--- src/rtl/cv32e40p_sleep_ctrl.sv ---
// Sleep sequencer for WFI-driven core sleep with the cluster option disabled.
// After a sleep request it drains IF/LSU/APU activity, then puts the core to
// sleep and drops the core clock enable. An interrupt or debug request wakes
// it, and a fixed settle window runs before the core resumes. It returns
// acknowledge, abort and wake-done pulses to the controller FSM.
//
// state | meaning
// ------+-------------------------------------------------------------
// RESET | out of reset, waiting for the first fetch enable
// RUN   | core running normally
// DRAIN | sleep requested, waiting for outstanding activity to finish
// SLEEP | core asleep, core clock gated off
// WAKE  | wake event seen, settle window before resuming
module cv32e40p_sleep_ctrl #(
    parameter int unsigned WAKE_CYCLES   = 2,
    parameter int unsigned DRAIN_TIMEOUT = 16
) (
    input  logic       clk_ungated_i,
    input  logic       rst_n,
    input  logic       fetch_enable_i,
    input  logic       sleep_req_i,
    input  logic       if_busy_i,
    input  logic       lsu_busy_i,
    input  logic       apu_busy_i,
    input  logic       irq_pending_i,
    input  logic       debug_req_i,
    input  logic       debug_no_sleep_i,
    output logic       fetch_enable_o,
    output logic       clock_en_o,
    output logic       core_sleep_o,
    output logic       sleep_ack_o,
    output logic       sleep_abort_o,
    output logic       wake_done_o,
    output logic [2:0] state_o
);

    localparam logic [2:0] ST_RESET = 3'b000;
    localparam logic [2:0] ST_RUN   = 3'b001;
    localparam logic [2:0] ST_DRAIN = 3'b010;
    localparam logic [2:0] ST_SLEEP = 3'b011;
    localparam logic [2:0] ST_WAKE  = 3'b100;

    // Both windows are counted in an 8-bit down-counter.
    if (WAKE_CYCLES == 0 || WAKE_CYCLES > 255) begin : g_bad_wake_cycles
        $error("cv32e40p_sleep_ctrl: WAKE_CYCLES must be in 1..255");
    end
    if (DRAIN_TIMEOUT > 255) begin : g_bad_drain_timeout
        $error("cv32e40p_sleep_ctrl: DRAIN_TIMEOUT must be in 0..255");
    end

    localparam logic [7:0] WAKE_LOAD   = 8'(WAKE_CYCLES);
    localparam logic [7:0] DRAIN_LOAD  = 8'(DRAIN_TIMEOUT);
    localparam logic       HAS_TIMEOUT = (DRAIN_TIMEOUT != 0);

    logic [2:0] state_q, state_d;
    logic [7:0] cnt_q, cnt_d;
    logic       fetch_en_q, fetch_en_d;
    logic       wake_evt, busy;
    logic       clock_en;

    assign wake_evt   = irq_pending_i | debug_req_i;
    assign busy       = if_busy_i | lsu_busy_i | apu_busy_i;
    assign fetch_en_d = fetch_en_q | fetch_enable_i;

    // Next-state, counter and output decode.
    always_comb begin
        state_d       = state_q;
        cnt_d         = cnt_q;
        clock_en      = 1'b0;
        core_sleep_o  = 1'b0;
        sleep_ack_o   = 1'b0;
        sleep_abort_o = 1'b0;
        wake_done_o   = 1'b0;
        case (state_q)
            ST_RESET: begin
                // Combinational so the very first fetch sees a live clock.
                clock_en = fetch_enable_i;
                if (fetch_enable_i) state_d = ST_RUN;
            end
            ST_RUN: begin
                clock_en = 1'b1;
                if (sleep_req_i && !debug_no_sleep_i && !wake_evt) begin
                    state_d = ST_DRAIN;
                    cnt_d   = DRAIN_LOAD;
                end
            end
            ST_DRAIN: begin
                clock_en = 1'b1;
                if (wake_evt || !sleep_req_i || debug_no_sleep_i) begin
                    sleep_abort_o = 1'b1;
                    state_d       = ST_RUN;
                end else if (!busy) begin
                    sleep_ack_o = 1'b1;
                    state_d     = ST_SLEEP;
                end else if (HAS_TIMEOUT && cnt_q == 8'd1) begin
                    sleep_abort_o = 1'b1;
                    state_d       = ST_RUN;
                end else if (HAS_TIMEOUT) begin
                    cnt_d = cnt_q - 8'd1;
                end
            end
            ST_SLEEP: begin
                // Wake is zero-latency on the clock gate.
                core_sleep_o = !wake_evt;
                clock_en     = wake_evt;
                if (wake_evt) begin
                    state_d = ST_WAKE;
                    cnt_d   = WAKE_LOAD;
                end
            end
            ST_WAKE: begin
                clock_en = 1'b1;
                cnt_d    = cnt_q - 8'd1;
                if (cnt_q == 8'd1) begin
                    wake_done_o = 1'b1;
                    state_d     = ST_RUN;
                end
            end
            default: begin
                state_d = ST_RESET;
                cnt_d   = 8'd0;
            end
        endcase
    end

    // Outputs must all be low while reset is asserted, including the
    // RESET-state enable that follows fetch_enable_i combinationally.
    assign clock_en_o     = clock_en & rst_n;
    assign fetch_enable_o = fetch_en_q;
    assign state_o        = state_q;

    // State, counter and sticky fetch enable registers.
    always_ff @(posedge clk_ungated_i or negedge rst_n) begin
        if (!rst_n) begin
            state_q    <= ST_RESET;
            cnt_q      <= 8'd0;
            fetch_en_q <= 1'b0;
        end else begin
            state_q    <= state_d;
            cnt_q      <= cnt_d;
            fetch_en_q <= fetch_en_d;
        end
    end

endmodule

--- config.mk ---
export PLATFORM = sky130hd
export DESIGN_NAME = cv32e40p_sleep_ctrl
export DESIGN_NICKNAME = d
export VERILOG_FILES = /design/src/rtl/cv32e40p_sleep_ctrl.sv
export SDC_FILE = /design/constraint.sdc
export NUM_CORES = 1
export LEC_CHECK = 0
export BUFFER_PORTS_ARGS = -buffer_cell sky130_fd_sc_hd__buf_2
export CAP_MARGIN = 20
export CELL_PAD_IN_SITES_DETAIL_PLACEMENT = 1
export CELL_PAD_IN_SITES_GLOBAL_PLACEMENT = 2
export CORE_MARGIN = 5
export CORE_UTILIZATION = 35
export DETAILED_ROUTE_END_ITERATION = 6
export PLACE_DENSITY_LB_ADDON = 0.1
export SYNTH_ARGS = -nofsm -noshare
export SYNTH_HDL_FRONTEND = slang
export SYNTH_SLANG_ARGS = --single-unit
--- constraint.sdc ---
create_clock -name clk_ungated_i -period 2.9 [get_ports clk_ungated_i]
set_input_delay 0.145 -clock clk_ungated_i [delete_from_list [all_inputs] [get_ports clk_ungated_i]]
set_output_delay 0.145 -clock clk_ungated_i [all_outputs]
set_load 0.02 [all_outputs]
# Word-level counts from Yosys, hierarchy flattened

Cells that the tools add are included.

Flip-flop bits (word level): 12
Input bits: 10
Output and inout bits: 9
Logic and storage cells: 55

Add/subtract/negate cells: 1
Equality and inequality tests: 11
Multiplexer cells: 23
Bitwise operators: 6
Reductions and logical operators: 11

Operators by type and width:

| operator                                                               | number |
|---|---|
| 8-bit 2-to-1 mux                                                       | 5 |
| 8-bit case mux with 5 select lines                                     | 1 |
| 3-bit 2-to-1 mux                                                       | 6 |
| 3-bit case mux with 5 select lines                                     | 1 |
| 2-bit inequality test (second input constant)                          | 6 |
| 1-bit 2-to-1 mux                                                       | 9 |
| 8-bit by 1-bit equality test with 1-bit output (second input constant) | 1 |
| 8-bit by 1-bit subtractor with 8-bit output (second input constant)    | 1 |
| 3-bit by 2-bit equality test with 1-bit output (second input constant) | 2 |
| 6-bit AND reduction                                                    | 1 |
| 1-bit OR                                                               | 4 |
| 3-bit by 1-bit equality test with 1-bit output (second input constant) | 1 |
| 3-bit equality test (second input constant)                            | 1 |
| 1-bit zero test                                                        | 3 |
| 3-bit zero test                                                        | 1 |
| 1-bit case mux with 3 select lines                                     | 1 |
| 3-bit AND reduction                                                    | 1 |
| 3-bit OR reduction                                                     | 1 |
| 1-bit logical AND                                                      | 2 |
| 1-bit logical OR                                                       | 2 |
| 1-bit AND                                                              | 1 |
| 1-bit NOT                                                              | 1 |

# Logic depth before layout (Yosys ltp)

Word-level depth: 5
Mapped depth: 6
Gate-level depth less buffers: 6

# Least setup slack after synthesis

OpenSTA, ideal clock, no wires.

Path type: flip-flop to flip-flop
From: register cnt_q[0]
To: register cnt_q[6]
Setup time: 0.126 ns
Arrival time: 1.767 ns
Required time: 2.774 ns
Setup slack: 1.007 ns
Stages on the path, launching flop included: 7
Period minus slack after synthesis: 1.893 ns
Cell sequence: dfrtp_1 -> inv_1 -> ha_1 -> or3b_1 -> or3_1 -> and3_2 -> a221o_1

Longest elaborated chain between the ends: 5
Elaborated cells on any way between the ends: 8

Ends and longest elaborated chain:

| what                                        | line    | text |
|---|---|---|
| start: declaration                          | 56      | `logic [7:0] cnt_q, cnt_d;` |
| start signal: assignment                    | 140     | `cnt_q <= cnt_d;` |
| 8-bit by 1-bit subtractor with 8-bit output | 99, 113 |  |
| 8-bit 2-to-1 mux                            | 95      | `end else if (HAS_TIMEOUT && cnt_q == 8'd1) begin` |
| 8-bit 2-to-1 mux                            | 92      | `end else if (!busy) begin` |
| 8-bit 2-to-1 mux                            | 89      | `if (wake_evt \|\| !sleep_req_i \|\| debug_no_sleep_i) begin` |
| 8-bit case mux with 5 select lines          | 74      | `case (state_q)` |

Several ways; a longest one is shown, not always the timed one. The select of a mux whose other input is x is not followed.
A chain may end at the register's enable or synchronous reset.

# Final worst setup path

From: register cnt_q[1]
To: output port sleep_abort_o

Longest elaborated chain between the ends: 5

Ends and longest elaborated chain:

| what                                           | line | text |
|---|---|---|
| 8-bit by 1-bit equality test with 1-bit output | 95   |  |
| 1-bit 2-to-1 mux                               | 95   |  |
| 1-bit 2-to-1 mux                               | 92   |  |
| 1-bit 2-to-1 mux                               | 89   |  |
| 1-bit 2-to-1 mux                               | 74   |  |
| end: declaration                               | 32   | `output logic sleep_abort_o,` |

Every way passes these cells.

==> results.sh <==
export IMPL_outcome="finished clean"
export IMPL_p_leak_uw=0.000485
export IMPL_synth_edff_count=0
export IMPL_syn_to_final_growth_pct=14.7
export IMPL_die_w_um=61.6
export IMPL_io_buffers=18
export IMPL_final_hold_violation_count=0
export IMPL_h_tree_depth=1
export IMPL_finalCritPeriodShare=0.711
export IMPL_root_buffer="clkbuf_4"
export IMPL_synth_warning_count=0
export IMPL_cp_arrival_ns=1.92
export IMPL_hp_start="fetch_enable_i"
export IMPL_drt_total_wl_mm=2.54
export IMPL_worstSetupPathType="flop to output pin"
export IMPL_setup_ws_ns=0.839
export IMPL_cts_sinks=12
export IMPL_maxCapViolCount=0
export IMPL_ys_ff_latch=12
export IMPL_cp_start_kind="flop"
export IMPL_synth_distinct_cells=48
export IMPL_seq_power_share=0.409
export IMPL_tritoncts="done"
export IMPL_start_util=0.370
export IMPL_grt_pass1_vias=837
export IMPL_antenna_found_initial=0
export IMPL_placed_cell_area_sq_um=1040
export IMPL_pwr_share_clk=0.145
export IMPL_avgViaCountPerCell=5.85
export IMPL_drt_iter0_drc=34
export IMPL_core_sq_um=2520
export IMPL_slew_headroom=0.636
export IMPL_drive_above_1_share=0.328
export IMPL_avgRoutedWirePerCell_um=17.4
export IMPL_hpwl_mm=2.02
export IMPL_synthFlopType="dfrtp_1"
export IMPL_fmaxAchievable_ghz=0.485
export IMPL_required_ns=2.76
export IMPL_ir_drop_mv=0.302
export IMPL_comb_power_share=0.446
export IMPL_die_height_um=61.6
export IMPL_cts_resized=0
export IMPL_skew_ns=0.00872
export IMPL_cts_buffers=3
export IMPL_grt_overflow_total=0
export IMPL_intPower_uw=403
export IMPL_grt_use_total=0.150
export IMPL_drt_pass1_iter_count=4
export IMPL_fin_crit_ns=2.06
export IMPL_fin_area_sq_um=1070
export IMPL_worst_pin_slew_ns=0.544
export IMPL_async_flop_share=1.00
export IMPL_finalSetupViolCount=0
export IMPL_cts_buffer_depth=2
export IMPL_synth_nets=110
export IMPL_route_detailed_drc=0
export IMPL_clk_latency_ns=0.27
export IMPL_p_sw_uw=296
export IMPL_fin_nets=130
export IMPL_swShare=0.423
export IMPL_std_cell_rows=18
export IMPL_power_density_nw_per_um2=653
export IMPL_ys_seq_area_frac=0.322
export IMPL_drtAntennaViolNets=0
export IMPL_fin_tns_setup_ns=0
export IMPL_io_pins=19
export IMPL_worstSetupStartpoint="cnt_q[1]$_DFFE_PN0P_"
export IMPL_hp_class="input port to flop"
export IMPL_synth_cells=98
export IMPL_vias=854
export IMPL_n_antenna_cell=0
export IMPL_place_ws_ns=0.891
export IMPL_p_total_uw=699
export IMPL_grt_pass1_wl_mm=4.20
export IMPL_crit_path_end_kind="output pin"
export IMPL_drv_slew=0
export IMPL_die_area_sq_um=3800
export IMPL_path_clk_slew_ns=0.07
export IMPL_worstReg2RegStart="cnt_q[0]$_DFFE_PN0P_"
export IMPL_cp_max_fo=4
export IMPL_rsz0062_at_grt="no"
export IMPL_syn_area_per_cell_sq_um=9.52
export IMPL_gp_congestion=0.732
export IMPL_grt_max_degree=14
export IMPL_netlist_area_sq_um=933
critical path, stage by stage (launching register included):
cell and delay [ns]:
dfrtp_1 0.42, inv_1 0.09, ha_1 0.16, nor4b_1 0.45, nand3_1 0.18, a21oi_1 0.18
buf_2 0.18
synth_stat cells (2+ instances only):
master / instances / share of area
a21oi_1: 3 / 0.016
a221o_1: 4 / 0.043
a221oi_1: 3 / 0.028
buf_2: 3 / 0.016
dfrtp_1: 12 / 0.32
ha_1: 2 / 0.027
inv_1: 6 / 0.024
nand2_1: 4 / 0.016
nand2b_1: 3 / 0.020
nor2_1: 7 / 0.028
nor2b_1: 2 / 0.013
nor3_1: 5 / 0.027
nor4_1: 2 / 0.013
o211a_1: 2 / 0.021
o21ai_1: 2 / 0.011
o221ai_1: 2 / 0.019
o32ai_1: 2 / 0.019
or2_2: 2 / 0.013
or3_1: 2 / 0.013
or3b_1: 2 / 0.019
cell type report:
| class | instances | area, sq um |
|---|---|---|
| clock buffer | 3 | 22.5 |
| fill | 310 | 1450 |
| inverter | 6 | 22.5 |
| multi-input combinational | 76 | 588 |
| sequential | 12 | 300 |
| tap | 30 | 37.5 |
| timing repair buffer | 19 | 100 |
metrics by stage:
stage | hold slack (ns) | util | std cells
final | 0.118 | 0.425 | 146
after global placement | 0.0572 | 0.412 | 142
after detailed placement | 0.0488 | 0.412 | 142
after global routing | 0.109 | 0.425 | 146
after CTS | 0.115 | 0.425 | 146
after floorplan | -0.151 | - | 98
routing by layer:
metal  vias up  global-route usage  routed length (um)
li1        415                   -                   -
met3         2              0.0377                 122
met2        21               0.224                1140
met4         0              0.0273                  19
met5         -                   0                   0
met1       416               0.221                1260
path summary, 6_finish.rpt:
kind,cells after the start,end,slack [ns]
min in group asynchronous,2,cnt_q[5]$_DFFE_PN0P_,0.29
hold / removal,2,fetch_enable_o$_DFF_PN0_,0.12
hold reg to reg,1,fetch_enable_o$_DFF_PN0_,0.46
setup / recovery,6,sleep_abort_o,0.84
max in group asynchronous,2,state_o[0]$_DFFE_PN0P_,2.37
setup reg to reg,6,cnt_q[6]$_DFFE_PN0P_,0.91
cells in the final DEF, fill, tap and decap left out, types with 2 or more instances in the layout:
master / netlist / final
o211a_1: 2 / 2
a21oi_1: 3 / 3
clkbuf_4: 0 / 3
ha_1: 2 / 2
dfrtp_1: 12 / 12
o21ai_1: 2 / 2
a221o_1: 4 / 4
or3b_1: 2 / 2
or3_1: 2 / 2
buf_2: 3 / 18
o32ai_1: 2 / 2
inv_1: 6 / 6
nand2b_1: 3 / 3
nand2_1: 4 / 4
nor4_1: 2 / 2
or2_2: 2 / 2
nor2_1: 7 / 7
a221oi_1: 3 / 3
o221ai_1: 2 / 2
nor2b_1: 2 / 2
nor3_1: 5 / 5
repair_timing:
item                      4_1_cts  5_1_grt
buffers inserted                0        0
hold buffers                    1        0
hold endpoints to repair       12        0
power by group through the flow:
stage / combinational [uW] / sequential, uW / clock (uW)
after global routing: 351 / 299 / 115
final: 312 / 286 / 101
after detailed placement: 313 / 289 / 0
after CTS: 315 / 286 / 104
after floorplan: 253 / 264 / 0
after global placement: 311 / 285 / 0
state kept, by name (all words and copies together) (netlist names):
| signal | cells |
|---|---|
| fetch_enable_o | 1 |
| state_o | 3 |
| cnt_q | 8 |
logic make-up (layout without fill, tap and decap cells):
kind of cell / Yosys count / after routing / synth area share
xor+xnor: 1 / 1 / 0.00939
buf+inv: 10 / 28 / 0.0483
simple gates: 42 / 42 / 0.295
compound gates: 30 / 30 / 0.283
flops: 12 / 12 / 0.322
mux: 1 / 1 / 0.0161
fa+ha+maj: 2 / 2 / 0.0268
Power figures use the tool's default switching activity.
